--- src/rtl/counter_mod_if.sv ---
// counter_mod_if: counter control/data bundle (clr_n, load_n, enp, ent, up, d in; q, rco, wrap out)
interface counter_mod_if #(
  parameter int WIDTH = 4
);
  logic             clr_n;
  logic             load_n;
  logic             enp;
  logic             ent;
  logic             up;
  logic [WIDTH-1:0] d;
  logic [WIDTH-1:0] q;
  logic             rco;
  logic             wrap;
  modport slave (
    input  clr_n, load_n, enp, ent, up, d,
    output q, rco, wrap
  );
  modport master (
    output clr_n, load_n, enp, ent, up, d,
    input  q, rco, wrap
  );
endinterface

--- src/rtl/counter_mod.sv ---
// counter_mod: modulo up/down counter (clk, rst; bus: clr_n/load_n/enp/ent/up/d in, q/wrap registered, rco combinational)
module counter_mod #(
  parameter int              WIDTH   = 4,
  parameter longint unsigned MODULUS = 16
) (
  input  logic         clk,
  input  logic         rst,
  counter_mod_if.slave bus
);
  localparam logic [WIDTH-1:0] MAX = WIDTH'(MODULUS - 1);
  logic [WIDTH-1:0] r_q;
  logic             r_wrap;
  logic             w_cnt;
  logic             w_up_wrap;
  logic             w_dn_wrap;
  logic             w_wrap_evt;
  logic [WIDTH-1:0] w_next;
  always_comb begin
    w_cnt      = bus.enp & bus.ent;
    w_up_wrap  = r_q >= MAX;
    w_dn_wrap  = r_q == '0;
    w_wrap_evt = w_cnt & (bus.up ? w_up_wrap : w_dn_wrap);
    w_next     = bus.up ? (w_up_wrap ? '0 : r_q + 1'b1) : (w_dn_wrap ? MAX : r_q - 1'b1);
  end
  always_ff @(posedge clk) begin
    if (rst) begin
      r_q    <= '0;
      r_wrap <= 1'b0;
    end else begin
      r_q    <= !bus.clr_n ? '0 : !bus.load_n ? bus.d : w_cnt ? w_next : r_q;
      r_wrap <= bus.clr_n & bus.load_n & w_wrap_evt;
    end
  end
  assign bus.q    = r_q;
  assign bus.wrap = r_wrap;
  assign bus.rco  = bus.ent & (bus.up ? r_q == MAX : r_q == '0);
endmodule
--- src/flat_wrapper.sv ---
// flat-port wrapper written by rule: the top's interface ports become plain ports
module counter_mod_flat 
#(
  parameter int              WIDTH   = 4,
  parameter longint unsigned MODULUS = 16
)
  (clk, rst, bus_clr_n, bus_load_n, bus_enp, bus_ent, bus_up, bus_d, bus_q, bus_rco, bus_wrap);
  counter_mod_if #(.WIDTH(WIDTH)) bus_i ();
  input  logic clk;
  input  logic rst;
  input wire logic [$bits(bus_i.clr_n)-1:0] bus_clr_n;
  input wire logic [$bits(bus_i.load_n)-1:0] bus_load_n;
  input wire logic [$bits(bus_i.enp)-1:0] bus_enp;
  input wire logic [$bits(bus_i.ent)-1:0] bus_ent;
  input wire logic [$bits(bus_i.up)-1:0] bus_up;
  input wire logic [$bits(bus_i.d)-1:0] bus_d;
  output wire logic [$bits(bus_i.q)-1:0] bus_q;
  output wire logic [$bits(bus_i.rco)-1:0] bus_rco;
  output wire logic [$bits(bus_i.wrap)-1:0] bus_wrap;
  assign bus_i.clr_n = bus_clr_n;
  assign bus_i.load_n = bus_load_n;
  assign bus_i.enp = bus_enp;
  assign bus_i.ent = bus_ent;
  assign bus_i.up = bus_up;
  assign bus_i.d = bus_d;
  assign bus_q = bus_i.q;
  assign bus_rco = bus_i.rco;
  assign bus_wrap = bus_i.wrap;
  counter_mod #(.WIDTH(WIDTH), .MODULUS(MODULUS)) u_core (.clk(clk), .rst(rst), .bus(bus_i));
endmodule
--- config.mk ---
export PLATFORM = sky130hd
export DESIGN_NAME = counter_mod_flat
export DESIGN_NICKNAME = d
export VERILOG_FILES = /design/src/rtl/counter_mod_if.sv /design/src/rtl/counter_mod.sv /design/src/flat_wrapper.sv
export SDC_FILE = /design/constraint.sdc
export NUM_CORES = 1
export LEC_CHECK = 0
export ABC_AREA = 0
export BUFFER_PORTS_ARGS = -buffer_cell sky130_fd_sc_hd__buf_2
export CAP_MARGIN = 20
export CORE_MARGIN = 2
export CORE_UTILIZATION = 25
export CTS_BUF_LIST = sky130_fd_sc_hd__clkbuf_8 sky130_fd_sc_hd__clkbuf_16
export DETAILED_ROUTE_END_ITERATION = 10
export PLACE_DENSITY = 0.52
export REMOVE_ABC_BUFFERS = 1
export SLEW_MARGIN = 10
export SYNTH_ARGS = -nofsm -noshare
export SYNTH_HDL_FRONTEND = slang
export SYNTH_SLANG_ARGS = --single-unit
--- constraint.sdc ---
create_clock -name clk -period 1.9 [get_ports clk]
set_input_delay 0.38 -clock clk [delete_from_list [all_inputs] [get_ports clk]]
set_output_delay 0.38 -clock clk [all_outputs]
set_load 0.02 [all_outputs]
**Word level (Yosys, flattened, before mapping)**

Index checks and enable logic that the tools add are counted.

- Logic and storage cells: 22
- Output and inout bits: 6
- Input port bits: 11
- Register bits: 5

- Reductions and logical operators: 2
- $lt $le $gt $ge: 1
- Add/subtract/negate cells: 2
- Equal/unequal tests: 2
- Mux-type cells: 7
- Bitwise logic cells: 6

Operators by type and width:

| operator | count |
|---|---|
| 2-to-1 mux 4 bit | 5 |
| bitwise AND 1 bit | 5 |
| adder 4 x 1 -> 4 bit (second input constant) | 1 |
| equality test 4 bit (second input constant) | 1 |
| greater-or-equal comparator 4 bit (second input constant) | 1 |
| zero test 4 bit | 1 |
| subtractor 4 x 1 -> 4 bit (second input constant) | 1 |
| 2-to-1 mux 1 bit | 2 |
| inequality test 2 x 1 -> 1 bit (second input constant) | 1 |
| OR reduction 2 bit | 1 |
| inverter 1 bit | 1 |

**Longest topological paths before layout**

- Word-level depth: 5
- Mapped depth: 6
- Mapped depth without buffers: 6

**Worst setup path after synthesis**

OpenSTA, ideal clock, no wires.

- Path type: reg2out
- From: register u_core.r_q[0], in the netlist u_core.bus.q[0]
- To: output port bus_rco
- Data arrival time: 1.365 ns
- Setup slack: 0.155 ns
- Required time: 1.520 ns
- Path buffers: 0
- Cell stages (with the launch flop): 7
- Cells stage by stage: dfxtp_1 -> inv_1 -> ha_1 -> nand2b_4 -> nor3_2 -> a41oi_1 -> nor2b_1

- Word-level cells in the longest chain between the ends: 3
- Elaborated cells on any way between the ends: 4
- Classes of those cells: eq/ne (1); mux (1); bitwise (1); reduce/logical (1)

Ends and longest elaborated chain:

| what | line | source |
|---|---|---|
| from (decl) | counter_mod.sv:11 | `logic [WIDTH-1:0] r_q;` |
| from (signal assigned) | counter_mod.sv:30 | `r_q <= !bus.clr_n ? '0 : !bus.load_n ? bus.d : w_cnt ? w_next : r_q;` |
| equality test 4 bit / zero test 4 bit (equally long branches) | counter_mod.sv:36 | `assign bus.rco = bus.ent & (bus.up ? r_q == MAX : r_q == '0);` |
| 2-to-1 mux 1 bit (*) | counter_mod.sv:36 |  |
| bitwise AND 1 bit (*) | counter_mod.sv:36 |  |
| to (decl) | flat_wrapper.sv:18 | `output wire logic [$bits(bus_i.rco)-1:0] bus_rco;` |

Every way passes the cells marked *; elsewhere a longest branch is shown, timed or not.

**Worst setup path after layout**

- From: register u_core.r_q[1], in the netlist u_core.bus.q[1]
- To: output port bus_rco

Same word-level chain as after synthesis.

==> flow_summary.json <==
{
  "run_status": "finished, final reports clean",
  "drt_pass1_iterations": 2,
  "ir_worst_vdd_mv": 0.392,
  "fin_cells": 81,
  "synth_xor_area_frac": 0.0689,
  "grt_pass1_wl_um": 1450,
  "cp.arrival_ns": 1.44,
  "drc_errors": 0,
  "max_cap_viol_count": 0,
  "tightest_slew_ns": 0.272,
  "die_y_um": 43.1,
  "hp-class": "in -> reg",
  "timing.rr.start": "u_core.bus.q[1]",
  "p_per_area_mw_per_mm2": 720,
  "num-nets-final": 79,
  "routedWlPerCell_um": 11.0,
  "clock-sinks": 5,
  "syn_avg_cell_area_um2": 8.48,
  "cts_max_level": 1,
  "grt_setup_unrepaired": "no",
  "final-setup-viol-count": 0,
  "multi_input_area_um2": 269,
  "ys_async_sr_fraction": 0,
  "fin_setup_tns_ns": 0,
  "core.rowCount": 14,
  "vias": 378,
  "synth-edff-count": 0,
  "clock.fmax_mhz": 551,
  "antenna_found_initial": 0,
  "post_cts.repair.setup_buffers": 0,
  "hold_violations": 0,
  "syn_inst": 45,
  "yosysSeqAreaShare": 0.262,
  "crit_path_start": "u_core.bus.q[1]",
  "dieArea_mm2": 0.00186,
  "regArea_um2": 101,
  "fin_worst_skew_ns": 0.000425,
  "drt-initial-drc-count": 7,
  "cp_max_fo": 8,
  "ys_ff_latch": 5,
  "hold_start": "bus_d[0]",
  "cts_tree": "yes",
  "via_per_inst": 4.67,
  "cp-endpoint": "bus_rco",
  "synth_top_family_by_area": "compound AO/OA/AOI/OAI gates",
  "diodes": 0,
  "clk_path_buf_depth": 2,
  "port_buffers": 16,
  "grt_overflow": 0,
  "synth_adder_area_share": 0.0656,
  "r2r-end": "u_core.bus.q[3]",
  "io_pins": 17,
  "crit_required_ns": 1.52,
  "synthMuxAreaShare": 0,
  "end_kind": "primary output",
  "relSlewSlack": 0.819,
  "leakage_nw": 0.243,
  "synth_area_um2": 382,
  "rrSetupSlack_ns": 0.46,
  "die_w_um": 43.1,
  "startpoint_type": "flip-flop",
  "dpl.cell_count": 77,
  "finalCriticalPeriod_ns": 1.82,
  "drive_above_1_share": 0.431,
  "reg2reg_depth": 6,
  "grt_pass1_vias": 331,
  "path_clk_slew_ns": 0.04,
  "core_mm2": 0.00147,
  "initial_core_util": 0.259,
  "synth.distinct_cells": 26,
  "grt_max_degree": 11,
  "synth_compound_area_frac": 0.279,
  "path_class": "reg -> out",
  "yosys_warnings": 0,
  "area_growth_pct": 41.0,
  "synth_ff_type": "dfxtp_1",
  "slew_viol_final": 0,
  "min_period_over_period": 0.956,
  "cts_buffers": 3,
  "total_power_mw": 0.387,
  "nFillCells": 174,
  "drt_wl_total_um": 893,
  "ant_nets": 0,
  "track_usage": 0.110,
  "root_buffer": "clkbuf_8",
  "synth_simple_gate_area_share": 0.272,
  "place_congestion": 0.696,
  "hold_buffers": 0,
  "clock_latency_ns": 0.22
}
[metrics by stage]
step,cell area [µm²],util,hold WS (ns),setup WS [ns]
after floorplan,377,-,0.472,0.155
after global placement,484,0.329,0.621,0.185
after detailed placement,484,0.329,0.617,0.165
after CTS,531,0.361,0.434,0.00518
after global routing,538,0.366,0.462,0.000140
final,538,0.366,0.439,0.0836
[area by class of cell]
cell class,instances,share of cell area
Clock buffer,3,0.0767
Clock inverter,1,0.00698
Inverter,4,0.0279
Multi-Input combinational cell,35,0.500
Sequential cell,5,0.188
Tap cell,16,0.0372
Timing Repair Buffer,17,0.163
[synth_stat cells, types with 2 or more instances]
cell      number  area (µm²)
a211oi_1       2        15.0
a311oi_1       2        17.5
nor2_1         6        22.5
dfxtp_1        5         100
nand2_1        2        7.51
inv_1          4        15.0
xnor2_1        2        17.5
ha_1           2        25.0
a21oi_1        3        15.0
[cells in the final DEF (no fill, tap or decap), types with 2 or more instances in the layout]
master,Yosys,routed
buf_2,0,16
nor2_1,6,6
inv_1,4,5
dfxtp_1,5,4
a21oi_1,3,3
clkbuf_8,0,3
nand2_1,2,2
xnor2_1,2,2
a211oi_1,2,2
a311oi_1,2,2
ha_1,2,2
[cells by family (layout without fill, tap and decap cells)]
| family | count (synthesis) | after routing |
|---|---|---|
| adder cells (fa/ha/maj) | 2 | 2 |
| AND/OR/NAND/NOR | 16 | 16 |
| XOR/XNOR | 3 | 3 |
| AO/OA/AOI/OAI | 14 | 14 |
| buffers and inverters | 5 | 25 |
| flip-flops | 5 | 5 |
[state kept, by name (all words and copies together) (netlist names)]
signal	cells
u_core.bus.wrap	1
u_core.bus.q	4
[critical path, stage by stage (launching register included)]
cell      delay [ns]
dfxtp_2         0.39
inv_1           0.06
ha_1            0.21
nand2b_4        0.09
nor3_2          0.04
a41oi_2         0.21
nor2b_1         0.07
buf_2           0.16
[what timing repair did]
action | in CTS | in global routing
cloned | 0 | 0
endpoints found under the setup margin | 1 | 1
gates resized for setup | 1 | 1
endpoints found under the hold margin | 0 | 0
[routing by layer]
| metal | GRT usage | wire length [µm] | vias up |
|---|---|---|---|
| met3 | 0.0851 | 83 | 2 |
| met2 | 0.155 | 407 | 13 |
| met1 | 0.128 | 394 | 162 |
| met5 | 0 | 0 | - |
| li1 | - | - | 201 |
| met4 | 0.0364 | 7 | 0 |
[power by group]
| part | leakage, nW | switching, mW | internal (mW) | total [mW] |
|---|---|---|---|---|
| logic | 0.175 | 0.0427 | 0.0349 | 0.0775 |
| clock network | 0.0269 | 0.0537 | 0.139 | 0.192 |
| registers | 0.0413 | 0.00698 | 0.110 | 0.117 |
[how the worst min path moves through the flow]
stage,to,slack [ns],cells after the start
floorplan,u_core.bus.q[2],0.47,1
global placement,u_core.bus.q[0],0.62,3
detailed placement,u_core.bus.q[0],0.62,3
CTS,u_core.bus.q[0],0.43,3
global route,u_core.bus.wrap,0.46,3
finish,u_core.bus.q[0],0.44,3
(Power assumes the default switching activity.)
